--- config.mk ---
export PLATFORM = sky130hd
export DESIGN_NAME = seq_div_16bit
export DESIGN_NICKNAME = d
export VERILOG_FILES = /design/src/rtl/div_pkg.sv /design/src/rtl/div_step.sv /design/src/rtl/seq_div_16bit.sv
export SDC_FILE = /design/constraint.sdc
export NUM_CORES = 1
export LEC_CHECK = 0
export ABC_AREA = 1
export BUFFER_PORTS_ARGS = -buffer_cell sky130_fd_sc_hd__buf_2
export CORE_MARGIN = 2
export CORE_UTILIZATION = 30
export DETAILED_ROUTE_END_ITERATION = 10
export PLACE_DENSITY_LB_ADDON = 0.3
export SLEW_MARGIN = 5
export SYNTH_ARGS = -nofsm -noshare
export SYNTH_HDL_FRONTEND = slang
export SYNTH_SLANG_ARGS = --single-unit
--- constraint.sdc ---
create_clock -name clk -period 3.45 [get_ports clk]
set_clock_uncertainty 0.15 [all_clocks]
set_input_delay 0.5175 -clock clk [delete_from_list [all_inputs] [get_ports clk]]
set_output_delay 0.5175 -clock clk [all_outputs]
set_load 0.05 [all_outputs]
--- src/rtl/div_pkg.sv ---
// Shared types and constants for the sequential 16-bit divider.
package div_pkg;

  localparam int unsigned DIV_WIDTH = 16;
  localparam int unsigned DIV_STEPS = 16;

  localparam logic [15:0] SAT_POS = 16'h7FFF;
  localparam logic [15:0] SAT_NEG = 16'h8000;
  localparam logic [15:0] DZ_QUOT = 16'hFFFF;

  typedef enum logic [1:0] {
    IDLE = 2'd0,
    CALC = 2'd1,
    DONE = 2'd2
  } state_e;

  function automatic logic [15:0] mag16(input logic [15:0] v);
    return v[15] ? (~v + 16'd1) : v;
  endfunction

endpackage

--- src/rtl/div_step.sv ---
// One restoring-division step: shift in a dividend bit, trial-subtract the divisor.
module div_step
  import div_pkg::*;
(
  input  logic [DIV_WIDTH-1:0] part_i,
  input  logic                 bit_i,
  input  logic [DIV_WIDTH-1:0] divisor_i,
  output logic [DIV_WIDTH-1:0] part_o,
  output logic                 q_o
);

  logic [DIV_WIDTH:0]   shifted;
  logic [DIV_WIDTH-1:0] diff;

  always_comb begin
    shifted = {part_i, bit_i};
    q_o     = (shifted >= {1'b0, divisor_i});
    // The true difference is below the divisor, so the low 16 bits are exact.
    diff    = shifted[DIV_WIDTH-1:0] - divisor_i;
    part_o  = q_o ? diff : shifted[DIV_WIDTH-1:0];
  end

endmodule

--- src/rtl/seq_div_16bit.sv ---
// Multi-cycle 16-bit restoring divider with start/busy/done handshake.
// Define SEQ_DIV_SIGNED_EN for two's-complement operands with saturation.
module seq_div_16bit
  import div_pkg::*;
#(
  parameter int unsigned WIDTH = 16
) (
  input  logic             clk,
  input  logic             rst_n,
  input  logic             start,
  input  logic [WIDTH-1:0] dividend,
  input  logic [WIDTH-1:0] divisor,
  output logic             busy,
  output logic             done,
  output logic [WIDTH-1:0] quotient,
  output logic [WIDTH-1:0] remainder,
  output logic             dz,
  output logic             ovfl
);

  state_e      state_q, state_d;
  logic [3:0]  cnt_q, cnt_d;
  logic [15:0] dvd_q, dvd_d;
  logic [15:0] dsr_q, dsr_d;
  logic [15:0] part_q, part_d;
  logic [14:0] acc_q, acc_d;
  logic [15:0] orig_q, orig_d;
  logic        dzp_q, dzp_d;
  logic        busy_q, busy_d;
  logic        done_q, done_d;
  logic [15:0] quo_q, quo_d;
  logic [15:0] rem_q, rem_d;
  logic        dz_q, dz_d;

  logic [15:0] step_part;
  logic        step_q;
  logic [15:0] q_mag;

`ifdef SEQ_DIV_SIGNED_EN
  logic        sv_q, sv_d;
  logic        ovfl_q, ovfl_d;
  logic        q_neg;
`endif

  div_step u_step (
    .part_i    (part_q),
    .bit_i     (dvd_q[15]),
    .divisor_i (dsr_q),
    .part_o    (step_part),
    .q_o       (step_q)
  );

  always_comb begin
    state_d = state_q;
    cnt_d   = cnt_q;
    dvd_d   = dvd_q;
    dsr_d   = dsr_q;
    part_d  = part_q;
    acc_d   = acc_q;
    orig_d  = orig_q;
    dzp_d   = dzp_q;
    busy_d  = busy_q;
    done_d  = 1'b0;
    quo_d   = quo_q;
    rem_d   = rem_q;
    dz_d    = dz_q;
    q_mag   = {acc_q, step_q};
`ifdef SEQ_DIV_SIGNED_EN
    sv_d    = sv_q;
    ovfl_d  = ovfl_q;
    q_neg   = orig_q[15] ^ sv_q;
`endif

    unique case (state_q)
      IDLE, DONE: begin
        state_d = IDLE;
        if (start) begin
          state_d = CALC;
          orig_d  = dividend;
          part_d  = '0;
          acc_d   = '0;
          dzp_d   = (divisor == '0);
          // A zero divisor runs a single hidden step so done lands one cycle
          // after start, without raising busy.
          cnt_d   = (divisor == '0) ? 4'(DIV_STEPS - 1) : '0;
          busy_d  = (divisor != '0);
`ifdef SEQ_DIV_SIGNED_EN
          dvd_d   = mag16(dividend);
          dsr_d   = mag16(divisor);
          sv_d    = divisor[15];
`else
          dvd_d   = dividend;
          dsr_d   = divisor;
`endif
        end
      end

      CALC: begin
        part_d = step_part;
        dvd_d  = {dvd_q[14:0], 1'b0};
        acc_d  = {acc_q[13:0], step_q};
        cnt_d  = cnt_q + 4'd1;
        if (cnt_q == 4'(DIV_STEPS - 1)) begin
          state_d = DONE;
          busy_d  = 1'b0;
          done_d  = 1'b1;
`ifdef SEQ_DIV_SIGNED_EN
          ovfl_d = 1'b0;
          if (dzp_q) begin
            quo_d = orig_q[15] ? SAT_NEG : SAT_POS;
            rem_d = orig_q;
            dz_d  = 1'b1;
          end else if (!q_neg && q_mag[15]) begin
            quo_d  = SAT_POS;
            rem_d  = '0;
            dz_d   = 1'b0;
            ovfl_d = 1'b1;
          end else begin
            quo_d = q_neg ? (~q_mag + 16'd1) : q_mag;
            rem_d = orig_q[15] ? (~step_part + 16'd1) : step_part;
            dz_d  = 1'b0;
          end
`else
          if (dzp_q) begin
            quo_d = DZ_QUOT;
            rem_d = orig_q;
            dz_d  = 1'b1;
          end else begin
            quo_d = q_mag;
            rem_d = step_part;
            dz_d  = 1'b0;
          end
`endif
        end
      end

      default: state_d = IDLE;
    endcase
  end

  always_ff @(posedge clk or negedge rst_n) begin
    if (!rst_n) begin
      state_q <= IDLE;
      cnt_q   <= '0;
      dvd_q   <= '0;
      dsr_q   <= '0;
      part_q  <= '0;
      acc_q   <= '0;
      orig_q  <= '0;
      dzp_q   <= 1'b0;
      busy_q  <= 1'b0;
      done_q  <= 1'b0;
      quo_q   <= '0;
      rem_q   <= '0;
      dz_q    <= 1'b0;
`ifdef SEQ_DIV_SIGNED_EN
      sv_q    <= 1'b0;
      ovfl_q  <= 1'b0;
`endif
    end else begin
      state_q <= state_d;
      cnt_q   <= cnt_d;
      dvd_q   <= dvd_d;
      dsr_q   <= dsr_d;
      part_q  <= part_d;
      acc_q   <= acc_d;
      orig_q  <= orig_d;
      dzp_q   <= dzp_d;
      busy_q  <= busy_d;
      done_q  <= done_d;
      quo_q   <= quo_d;
      rem_q   <= rem_d;
      dz_q    <= dz_d;
`ifdef SEQ_DIV_SIGNED_EN
      sv_q    <= sv_d;
      ovfl_q  <= ovfl_d;
`endif
    end
  end

  assign busy      = busy_q;
  assign done      = done_q;
  assign quotient  = quo_q;
  assign remainder = rem_q;
  assign dz        = dz_q;
`ifdef SEQ_DIV_SIGNED_EN
  assign ovfl      = ovfl_q;
`else
  assign ovfl      = 1'b0;
`endif

endmodule

# == After elaboration in Yosys (flattened, before gate mapping) ==
# Index checks and enable logic that the tools add are counted.
# totals
ff_bits,121
elab_cells,51
output_inout_bits,36
# op_classes
n_reduce_logical,9
eq_ne,5
addsub,2
n_lt_le_gt_ge,1
muxes,21
# op_table
op,count
16-bit two-way mux,5
16-bit case mux with 2 select lines,2
15-bit case mux with 2 select lines,1
17-bit by 16-bit greater-or-equal comparator with 1-bit output,1
16-bit logical NOT,1
16-bit nonzero test,1
16-bit subtractor,1
15-bit two-way mux,1
4-bit two-way mux,2
4-bit case mux with 2 select lines,1
1-bit two-way mux,6
2-bit AND reduction,3
"4-bit by 1-bit adder with 4-bit output, second input constant",1
"4-bit == test, second input constant",1
"2-bit != test, second input constant",2
2-bit case mux with 2 select lines,1
3-bit AND reduction,1
"2-bit by 1-bit == test with 1-bit output, second input constant",1
"2-bit == test, second input constant",1
2-bit logical NOT,1
2-bit two-way mux,1
1-bit case mux with 2 select lines,1
2-bit nonzero test,1
2-bit OR reduction,1

# == Depth between registers and ports, before layout ==
# Gate-level depths: netlist (run 1).
# logic_depth
depth_word,4
ltp_mapped,16

# == Hierarchy ==
# A second synthesis (run 1) with hierarchy kept.
# unflattened
cells_unflattened,813
hier_area_um2,6274.8
# modules_own_cells
mod,seq_area_each_um2,area_each_um2,cells_per_inst,instances
seq_div_16bit,3027.9,4832.1,541,1
div_step,0.0,1442.6,272,1

# == Worst setup path before layout (run 1) ==
# Ideal clock, no wire load.
# synth_timing
path_type,register to register
startpoint,register dvd_q[15]
endpoint,register part_q[8]
arrival_ns,1.836
path_stages_with_launch,13
setup_time_ns,0.117
period_less_slack_ns,2.103
setup_slack_ns,1.347
cell_sequence,dfrtp_1 -> inv_1 -> ha_1 -> inv_2 -> fa_1 -> nand2_1 -> nand2_1 -> and2_1 -> a21oi_1 -> xor2_1 -> nand2_4 -> nand3_1 -> nand2_1
# synth_via
elab_chain_len,3
# synth_rtl
item,line_no,rtl
from (decl),seq_div_16bit.sv:23,"logic [15:0] dvd_q, dvd_d;"
from (signal assigned),seq_div_16bit.sv:163,dvd_q <= dvd_d;
16-bit subtractor or 17-bit by 16-bit greater-or-equal comparator with 1-bit output (tied branches),"div_step.sv:19, div_step.sv:17",
16-bit two-way mux *,div_step.sv:20,part_o = q_o ? diff : shifted[DIV_WIDTH-1:0];
16-bit case mux with 2 select lines *,seq_div_16bit.sv:74,unique case (state_q)
to (signal assigned),seq_div_16bit.sv:165,part_q <= part_d;
to (decl),seq_div_16bit.sv:25,"logic [15:0] part_q, part_d;"
# Every way passes the cells marked *; elsewhere a longest branch is shown, timed or not.
# A chain may end at the register's enable or synchronous reset.

# == Final worst setup path (run 1) ==
# layout_timing
startpoint,register part_q[13]
endpoint,"register quo_q[0], in the netlist quotient[0]"
# layout_via
elab_chain_len,2
# layout_rtl
item,line_no,rtl
17-bit by 16-bit greater-or-equal comparator with 1-bit output,div_step.sv:17,"q_o = (shifted >= {1'b0, divisor_i});"
16-bit two-way mux,seq_div_16bit.sv:124,if (dzp_q) begin
to (signal assigned),seq_div_16bit.sv:171,quo_q <= quo_d;
to (decl),seq_div_16bit.sv:31,"logic [15:0] quo_q, quo_d;"
# Every way passes these cells.

==> run metrics, run 1 <==
status=finished clean; CTS H-tree lvls=4; TNS Setup=0 ps; Critical Path End Type=flop; Residual DRC=0; final antenna-violating net count=0; RSZ-0062 raised after global routing=false; Finished Cell Area=0.007501 sq mm; hpwl dp=11,340 um; fin. max-slew vios=0; Hold Path Depth=3; maximum achievable frequency=398.6 MHz; clock buffer count from CTS=17; worst reg2reg path depth=13; Place WS=960.4 ps; Core Box Area=0.02082 sq mm; routed vias=5,103; drt total wl=15,970 um; vias in the first global route=5,036; Hold Path Origin=divisor[7]; per-cell routed wire length=14.03 um; share of layout cells above drive strength 1=18.31%; Clock Latency Late Sink=420 ps; slack of the worst reg-to-reg path=940 ps; CTS tree=built; Root Driver=clkbuf_16; antenna diode count=0; Netlist cell types=39; Total GRT Usage=15.27%; iteration-0 DRC count of the detailed router=296; Final Setup Violations=0; CP arrival=2660 ps; commonest non-fill, non-tap cell in the layout=nand2_1; Placed Area=0.006903 sq mm; num ports=71; crit path max fanout=17; Avg Inst Size Synth=8.065 sq um; Yosys warnings=0; post-synthesis cell area=0.006299 sq mm; Nets=903; Die X=148.9 um; P&R area growth vs syn=19.09%; Final period util=72.71%; first-pass GRT wire length=26,450 um; Port Buffers=69; Hold WC Path Type=in2reg; setup ws final=941.5 ps; Startpoint Class=flop; Die ar.=0.02217 sq mm; # rows=53; Worst Tran Pin Value=827.6 ps; DIE HEIGHT=148.9 um; max_cap viols=0; initial core utilization=30.25%; Synth Register Bits=121; Final GP Congestion=0.8910; pin count of the biggest net entering global routing=77; hold_ws=179.1 ps; Syn Nets=834; GRT Residual Overflow=0; DRT Pass-1 Iters=4; deepest clock path buffer count=2; Final Hold Viols=0; initial antenna violation count=0; via count normalized by instance count=4.484; RR Endpoint=quotient[0]; Critical R2R Launch=part_q[13]; post-layout min period=2509 ps; WHS Endpoint=dsr_q[7]; WS Path Type=reg2reg; WP data required=3600 ps; Slew headroom=44.70%; Worst-path clk slew=60 ps; commonest cells after routing, fill and taps aside=nand2_1, dfrtp_1, inv_1; CTS Sinks=121; CTS resizes=0; Syn Inst Count=781; sequential fraction of the synthesis area=48.07%
-- through the flow --
stage	instances	util, %
floorplan	781	-
global route	1138	36.02
detailed placement	1105	33.15
CTS	1138	36.02
finish	1138	36.02
global placement	1105	33.15
-- repair_timing --
| item | CTS | global route |
|---|---|---|
| hold buffers | 1 | 0 |
| buffers inserted | 0 | 0 |
| hold endpoints to repair | 45 | 0 |
-- synthesized netlist by cell type --
library cell,n,share of area [%]
nand3b_1,10,1.2
nand2_8,2,0.64
conb_1,1,0.060
o21ai_0,45,3.6
fa_1,1,0.32
buf_6,1,0.18
nand4_1,6,0.60
buf_2,4,0.32
inv_1,114,6.8
nor3_1,2,0.16
nor2_4,6,1.1
a22oi_1,1,0.12
inv_2,10,0.60
clkinv_1,2,0.12
nor2_2,3,0.30
or2_4,1,0.14
o21ai_1,4,0.32
nor2_1,29,1.7
buf_12,1,0.32
nand3_2,7,1.1
clkbuf_1,15,0.89
o21ai_2,1,0.14
nand3_1,49,3.9
nand2_1,245,15
buf_4,6,0.72
dfrtp_1,121,48
nand2_4,10,1.8
o211ai_1,5,0.60
xnor2_1,3,0.42
o22ai_1,16,1.6
nand2_2,7,0.70
a21oi_4,1,0.26
ha_1,17,3.4
and2_1,2,0.20
xor2_1,6,0.83
a21oi_1,24,1.9
nand3b_2,1,0.18
or2_1,1,0.099
inv_4,1,0.099
-- critical path: stages (launching register included) --
cell     delay (ps)
dfrtp_1         430
ha_1            360
nand2_1          80
nand2_1          60
nand2_1          60
nand2_1          60
nor2_2          100
o21ai_2          80
nor2_4          450
nand2_8         220
inv_1           120
nand2_1          50
o21ai_0         100
inv_1            50
-- kinds of logic (layout without fill, tap and decap cells) --
logic type | Yosys count | after routing | synth area share (%)
other cells | 1 | 1 | 0.05954
fa+ha+maj | 18 | 18 | 3.695
xor+xnor | 9 | 9 | 1.252
compound gates | 97 | 97 | 8.503
simple gates | 381 | 381 | 28.39
flops | 121 | 121 | 48.07
buf+inv | 154 | 236 | 10.03
-- metal layers --
layer / wire length (um) / share of wire, % / GRT usage, %
met5: 0 / 0 / 0
met1: 7759 / 49 / 21.30
met4: 260 / 1.6 / 4.810
met3: 821 / 5.1 / 3.456
met2: 7130 / 45 / 23.57
-- layout make-up --
cell class                      count  area [sq um]
Timing Repair Buffer               77         422.9
Inverter                          127         479.2
Multi-Input combinational cell    506          2639
Fill cell                        2209         13320
Clock buffer                       19         452.9
Tap cell                          275         344.1
Sequential cell                   121          3028
Clock inverter                     13         135.1
-- how the worst max path moves through the flow --
stage                        to  slack, ps  depth (start not counted)       start
floorplan             part_q[8]       1350                         12   dvd_q[15]
global route        quotient[0]        760                         13  part_q[13]
finish              quotient[0]        940                         13  part_q[13]
detailed placement  quotient[0]        960                         13  part_q[13]
global placement    quotient[0]        980                         11  part_q[11]
CTS                   part_q[9]        950                         13  part_q[13]
-- flip-flops by register name, indices dropped and copies added (netlist names) --
name / cells
dzp_q: 1
orig_q: 16
done: 1
quotient: 16
dz: 1
busy: 1
remainder: 16
acc_q: 15
dvd_q: 16
dsr_q: 16
part_q: 16
state_q: 2
cnt_q: 4
Power of run 1 is not shown: default switching activity piles up to over one toggle a cycle in this logic, so the estimate is an artifact.
==> inputs of run 2 (changes only) <==
--- a/config.mk
+++ b/config.mk
@@ -5,7 +5,7 @@
 export SDC_FILE = /design/constraint.sdc
 export NUM_CORES = 1
 export LEC_CHECK = 0
-export ABC_AREA = 1
+export ABC_AREA = 0
 export BUFFER_PORTS_ARGS = -buffer_cell sky130_fd_sc_hd__buf_2
 export CORE_MARGIN = 2
 export CORE_UTILIZATION = 30
==> constraint.sdc (replaced) <==
create_clock -name clk -period 2.53 [get_ports clk]
set_clock_uncertainty 0.15 [all_clocks]
set_input_delay 0.3795 -clock clk [delete_from_list [all_inputs] [get_ports clk]]
set_output_delay 0.3795 -clock clk [all_outputs]
set_load 0.05 [all_outputs]
==> run metrics, run 2 <==
CTS tree=built (unchanged); Slew headroom=62.26% (was 44.70%); Die ar.=0.02026 sq mm (was 0.02217 sq mm); Post-synth ARST share=100.0% (unchanged); crit path max fanout=3 (was 17); Final Hold Viols=0 (unchanged); post-layout min period=2630 ps (was 2509 ps); initial antenna violation count=0 (unchanged); setup ws final=-100.1 ps (was 941.5 ps); Most used DFF post-synth=dfrtp_1 (unchanged); Syn Inst Count=611 (was 781); met2 Use GR=25.32% (was 23.57%); Syn Nets=664 (was 834); met1 usage=21.12% (was 21.30%); Worst-path clk slew=60 ps (about the same); CTS Sinks=121 (unchanged); RSZ-0062 raised after global routing=true (was false); antenna diode count=0 (unchanged); iteration-0 DRC count of the detailed router=218 (was 296); post-synth top area share=52.75% (was 48.07%); commonest cells in the netlist=nand2_1, dfrtp_1, o21ai_0 (was nand2_1, dfrtp_1, inv_1); Critical Path End Type=flop (unchanged); busiest grt layer=met2 (unchanged); initial core utilization=30.59% (was 30.25%); Final GP Congestion=0.9141 (was 0.8910); commonest cells after routing, fill and taps aside=nand2_1, dfrtp_1, buf_2 (was nand2_1, dfrtp_1, inv_1); failing checks=negative setup slack; commonest non-fill, non-tap cell in the layout=nand2_1 (unchanged); share of layout cells above drive strength 1=29.05% (was 18.31%); routed vias=4,731 (was 5,103); Nets=780 (was 903); Die X=142.3 um (was 148.9 um); Total GRT Usage=15.91% (was 15.27%); CP max stage delay=370 ps (was 450 ps); DRT Pass-1 Iters=4 (unchanged); per-cell routed wire length=15.80 um (was 14.03 um); hpwl dp=10,970 um (was 11,340 um); slack of the worst reg-to-reg path=-100 ps (was 940 ps); Yosys warnings=0 (unchanged); WP data required=2670 ps (was 3600 ps); DIE HEIGHT=142.3 um (was 148.9 um); Core Box Area=0.01877 sq mm (was 0.02082 sq mm); final antenna-violating net count=0 (unchanged); Avg Inst Size Synth=9.395 sq um (was 8.065 sq um); Hold WC Path Type=in2reg (unchanged); Residual DRC=0 (unchanged); P&R area growth vs syn=34.72% (was 19.09%); vias in the first global route=4,757 (was 5,036); # rows=50 (was 53); WS Path Type=reg2reg (unchanged); Port Buffers=69 (unchanged); Worst path most repeated cell=buf_4 (was nand2_1); GRT Residual Overflow=0 (unchanged); Worst Tran Pin Value=566.1 ps (was 827.6 ps); area leader, netlist=dfrtp_1 (unchanged); Synth area leaders=dfrtp_1, nand2_1, ha_1, o21ai_0, o21ai_1 (was dfrtp_1, nand2_1, inv_1, nand3_1, o21ai_0); Final Setup Violations=6 (was 0); hold_ws=23.55 ps (was 179.1 ps); post-synthesis cell area=0.005741 sq mm (was 0.006299 sq mm); number of flops mapped to enable cells by yosys=0 (unchanged); status=complete, but fails checks (was finished clean); crit-path cells=inv_2 -> ha_4 -> inv_2 -> fa_2 -> a21o_1 -> a221oi_4 -> buf_4 -> o21ai_2 -> buf_4 -> xor2_1 -> mux2i_1 -> buf_4 -> o21ai_1 (was ha_1 -> nand2_1 -> nand2_1 -> nand2_1 -> nand2_1 -> nor2_2 -> o21ai_2 -> nor2_4 -> nand2_8 -> inv_1 -> nand2_1 -> o21ai_0 -> inv_1); Startpoint Class=flop (unchanged); deepest clock path buffer count=2 (unchanged); CP arrival=2770 ps (was 2660 ps); Netlist cell types=46 (was 39); CP max stage cell=dfrtp_1 (was nor2_4); sequential fraction of the synthesis area=52.75% (was 48.07%); clock buffer count from CTS=17 (unchanged); CTS H-tree lvls=4 (unchanged); Synth Register Bits=121 (unchanged); fin. max-slew vios=0 (unchanged); Root Driver=clkbuf_16 (unchanged); drt total wl=15,390 um (was 15,970 um); via count normalized by instance count=4.857 (was 4.484); first-pass GRT wire length=24,910 um (was 26,450 um); Finished Cell Area=0.007734 sq mm (was 0.007501 sq mm); Final period util=104.0% (was 72.71%); met3 global-route usage=4.240% (was 3.456%); max_cap viols=0 (unchanged); Clock Latency Late Sink=420 ps (about the same); top-count cell post-synth=nand2_1 (unchanged); num ports=71 (unchanged); pin count of the biggest net entering global routing=39 (was 77); Placed Area=0.006750 sq mm (was 0.006903 sq mm); maximum achievable frequency=380.2 MHz (was 398.6 MHz)
## run 2: cell types whose count changed after synthesis, sizes merged, moves of 13 or more
cell,previous run,this run
o22ai,16,0
o21ai,50,74
a22o,0,15
inv,125,21
nand2,264,163
and3,0,20
nand3,56,11
nor2,38,14
clkbuf,15,30
mux2i,0,13
## run 2: path summary, 6_finish.rpt
kind / startpoint / endpoint / cells past startpoint
min in group asynchronous: rst_n / cnt_q[0] / 2
worst min-delay path: dividend[0] / orig_q[0] / 3
worst max register to register: dvd_q[15] / remainder[8] / 13
max in group asynchronous: rst_n / dvd_q[5] / 3
worst max-delay path: dvd_q[15] / remainder[8] / 13
worst min register to register: quotient[4] / quotient[4] / 2
## run 2: kinds of logic (layout without fill, tap and decap cells)
| kind of cell | count (synthesis) | in the layout | share of synthesized area [%] |
|---|---|---|---|
| and+or+nand+nor | 231 | 231 | 17.13 |
| AOI/OAI and AO/OA | 158 | 158 | 17.63 |
| DFF | 121 | 121 | 52.75 |
| buffers and inverters | 56 | 185 | 4.032 |
| adders and majority gates | 18 | 18 | 4.054 |
| muxes | 15 | 15 | 2.659 |
| xor gates and xnor gates | 11 | 11 | 1.678 |
| other | 1 | 1 | 0.06533 |
## run 2: worst max-delay path, delay by kind of cell (launching register included)
| kind | cells | cell delay [ps] |
|---|---|---|
| adder cells (fa/ha/maj) | 2 | 450 |
| flip-flops | 1 | 370 |
| multiplexers | 1 | 170 |
| XOR/XNOR | 1 | 130 |
| buffers and inverters | 5 | 560 |
| AO/OA/AOI/OAI | 4 | 660 |
## run 2: repair_timing
action,CTS,global route
endpoints found under the hold margin,34,0
setup endpoints to repair,17,32
setup buffers,1,4
resized for setup,17,35
hold buffers,1,0
pin swaps,3,14
## run 2: per-stage QoR
| step | setup slack, ps | utilization, % | setup TNS, ps | instances |
|---|---|---|---|---|
| final | -100.1 | 41.21 | -359.4 | 974 |
| after global routing | -234.5 | 41.21 | -1517 | 974 |
| after CTS | -77.30 | 39.94 | -395.5 | 970 |
| after detailed placement | -126.6 | 35.97 | -729.6 | 936 |
| after global placement | -110.9 | 35.97 | -456.6 | 936 |
| after floorplan | 2.272 | - | 0 | 611 |
## run 2: cell type report
cell class	instances	area (sq um)
timing repair buffer	132	892.1
inverter	21	78.83
clock inverter	13	193.9
clock buffer	19	442.9
fill	1886	11030
tap	234	292.8
sequential	121	3029
multi-input combinational	434	2804
## run 2: metal layers
layer | up-vias | part of all wire [%]
met5 | - | 0
met4 | 0 | 1.1
met3 | 10 | 3.4
met2 | 93 | 48
met1 | 2280 | 47
li1 | 2348 | -
Power of run 2 is left out for the same reason.
==> inputs of run 3 (changes only) <==
--- a/config.mk
+++ b/config.mk
@@ -8,7 +8,7 @@
 export ABC_AREA = 0
 export BUFFER_PORTS_ARGS = -buffer_cell sky130_fd_sc_hd__buf_2
 export CORE_MARGIN = 2
-export CORE_UTILIZATION = 30
+export CORE_UTILIZATION = 42
 export DETAILED_ROUTE_END_ITERATION = 10
 export PLACE_DENSITY_LB_ADDON = 0.3
 export SLEW_MARGIN = 5
==> run metrics, run 3 (synthesis gave the netlist of run 2 again) <==
status=complete, but fails checks (unchanged); failing checks=negative setup slack (unchanged); Port Buffers=69 (unchanged); pin count of the biggest net entering global routing=40 (was 39); via count normalized by instance count=5.336 (was 4.857); antenna diode count=0 (unchanged); fillcell total=1,153 (was 1,886); DIE HEIGHT=120.9 um (was 142.3 um); hpwl dp=10,270 um (was 10,970 um); sequential cell area=0.003030 sq mm (was 0.003029 sq mm); Worst-path clk slew=60 ps (about the same); drt total wl=14,790 um (was 15,390 um); num ports=71 (unchanged); deepest clock path buffer count=2 (unchanged); vias in the first global route=4,891 (was 4,757); CTS Sinks=121 (unchanged); fin. max-slew vios=0 (unchanged); max_cap viols=0 (unchanged); Nets=779 (was 780); initial core utilization=43.18% (was 30.59%); Final period util=104.9% (was 104.0%); Root Driver=clkbuf_16 (unchanged); Clock Latency Late Sink=430 ps (was 420 ps); Hold WC Path Type=in2reg (unchanged); Multi-input gate area=0.002795 sq mm (was 0.002804 sq mm); crit path max fanout=2 (was 3); Residual DRC=0 (unchanged); share of layout cells above drive strength 1=29.63% (was 29.05%); DRT Pass-1 Iters=5 (was 4); maximum achievable frequency=377.0 MHz (was 380.2 MHz); Slew headroom=40.59% (was 62.26%); WS Path Type=reg2reg (unchanged); Critical Path End Type=flop (unchanged); Worst Tran Pin Value=891.2 ps (was 566.1 ps); Final Setup Violations=9 (was 6); CP arrival=2770 ps (about the same); clock buffer count from CTS=17 (unchanged); commonest cells after routing, fill and taps aside=nand2_1, dfrtp_1, buf_2 (unchanged); CTS H-tree lvls=4 (unchanged); Total GRT Usage=21.50% (was 15.91%); GRT Residual Overflow=0 (unchanged); Die ar.=0.01462 sq mm (was 0.02026 sq mm); routed vias=4,882 (was 4,731); initial antenna violation count=0 (unchanged); post-layout min period=2653 ps (was 2630 ps); Final Hold Viols=0 (unchanged); CTS tree=built (unchanged); setup ws final=-122.8 ps (was -100.1 ps); RSZ-0062 raised after global routing=true (unchanged); Startpoint Class=flop (unchanged); Die X=120.9 um (was 142.3 um); per-cell routed wire length=16.16 um (was 15.80 um); iteration-0 DRC count of the detailed router=352 (was 218); commonest non-fill, non-tap cell in the layout=nand2_1 (unchanged); Place WS=-224.8 ps (was -126.6 ps); final antenna-violating net count=0 (unchanged); P&R area growth vs syn=31.52% (was 34.72%); # rows=42 (was 50); Final GP Congestion=0.8075 (was 0.9141); WP data required=2640 ps (was 2670 ps); Core Box Area=0.01330 sq mm (was 0.01877 sq mm); first-pass GRT wire length=24,450 um (was 24,910 um)
## run 3: routing by layer
| layer | routed length (um) | vias to the layer above | share of wire, % | global-route usage, % |
|---|---|---|---|---|
| met5 | 0 | - | 0 | 0 |
| met4 | 363 | 0 | 2.5 | 9.666 |
| met3 | 676 | 29 | 4.6 | 4.981 |
| met2 | 7219 | 128 | 49 | 34.27 |
| met1 | 6531 | 2386 | 44 | 27.93 |
| li1 | - | 2339 | - | - |
## run 3: worst paths after layout
check / start / endpoint / slack (ps) / depth (start not counted)
hold reg to reg: quotient[14] / quotient[14] / 310 / 2
setup reg to reg: dvd_q[15] / part_q[14] / -120 / 11
setup / recovery: dvd_q[15] / part_q[14] / -120 / 11
min in group asynchronous: rst_n / part_q[9] / 320 / 2
max in group asynchronous: rst_n / acc_q[8] / 1290 / 3
hold / removal: dividend[8] / orig_q[8] / 20 / 3
## run 3: per-stage QoR
step | std cells | area [sq um] | setup TNS (ps) | util, % | hold WS (ps)
after floorplan | 611 | 5761 | 0 | - | -66.09
after global routing | 915 | 7550 | -2994 | 56.79 | 21.79
after global placement | 869 | 6580 | -807.4 | 49.49 | 238.1
after detailed placement | 869 | 6580 | -3278 | 49.49 | 244.2
after CTS | 914 | 7378 | -908.1 | 55.50 | 16.30
final | 915 | 7550 | -623.3 | 56.79 | 20.35
## run 3: critical path, stage by stage, from the launching register on
cell and delay, ps:
dfrtp_1 370, inv_2 70, ha_4 120, inv_2 30, fa_2 330, a21o_1 220, a221oi_4 360, o31ai_4 110
a2111oi_4 340, nor3_2 70, o31ai_2 230, o21ai_1 100
## run 3: final cells by class
cell class,count,share of cell area [%]
Sequential cell,121,40.14
Timing Repair Buffer,131,11.42
Multi-Input combinational cell,434,37.02
Clock buffer,19,5.867
Tap cell,176,2.917
Clock inverter,13,1.591
Inverter,21,1.044
## run 3: timing repair
| action | CTS | global route |
|---|---|---|
| setup buffers | 11 | 2 |
| endpoints found under the hold margin | 34 | 0 |
| hold buffers | 1 | 0 |
| setup endpoints to repair | 32 | 33 |
| gates resized for setup | 20 | 37 |
| cloned | 1 | 0 |
| pin swaps | 10 | 9 |
Power of run 3 is left out for the same reason.
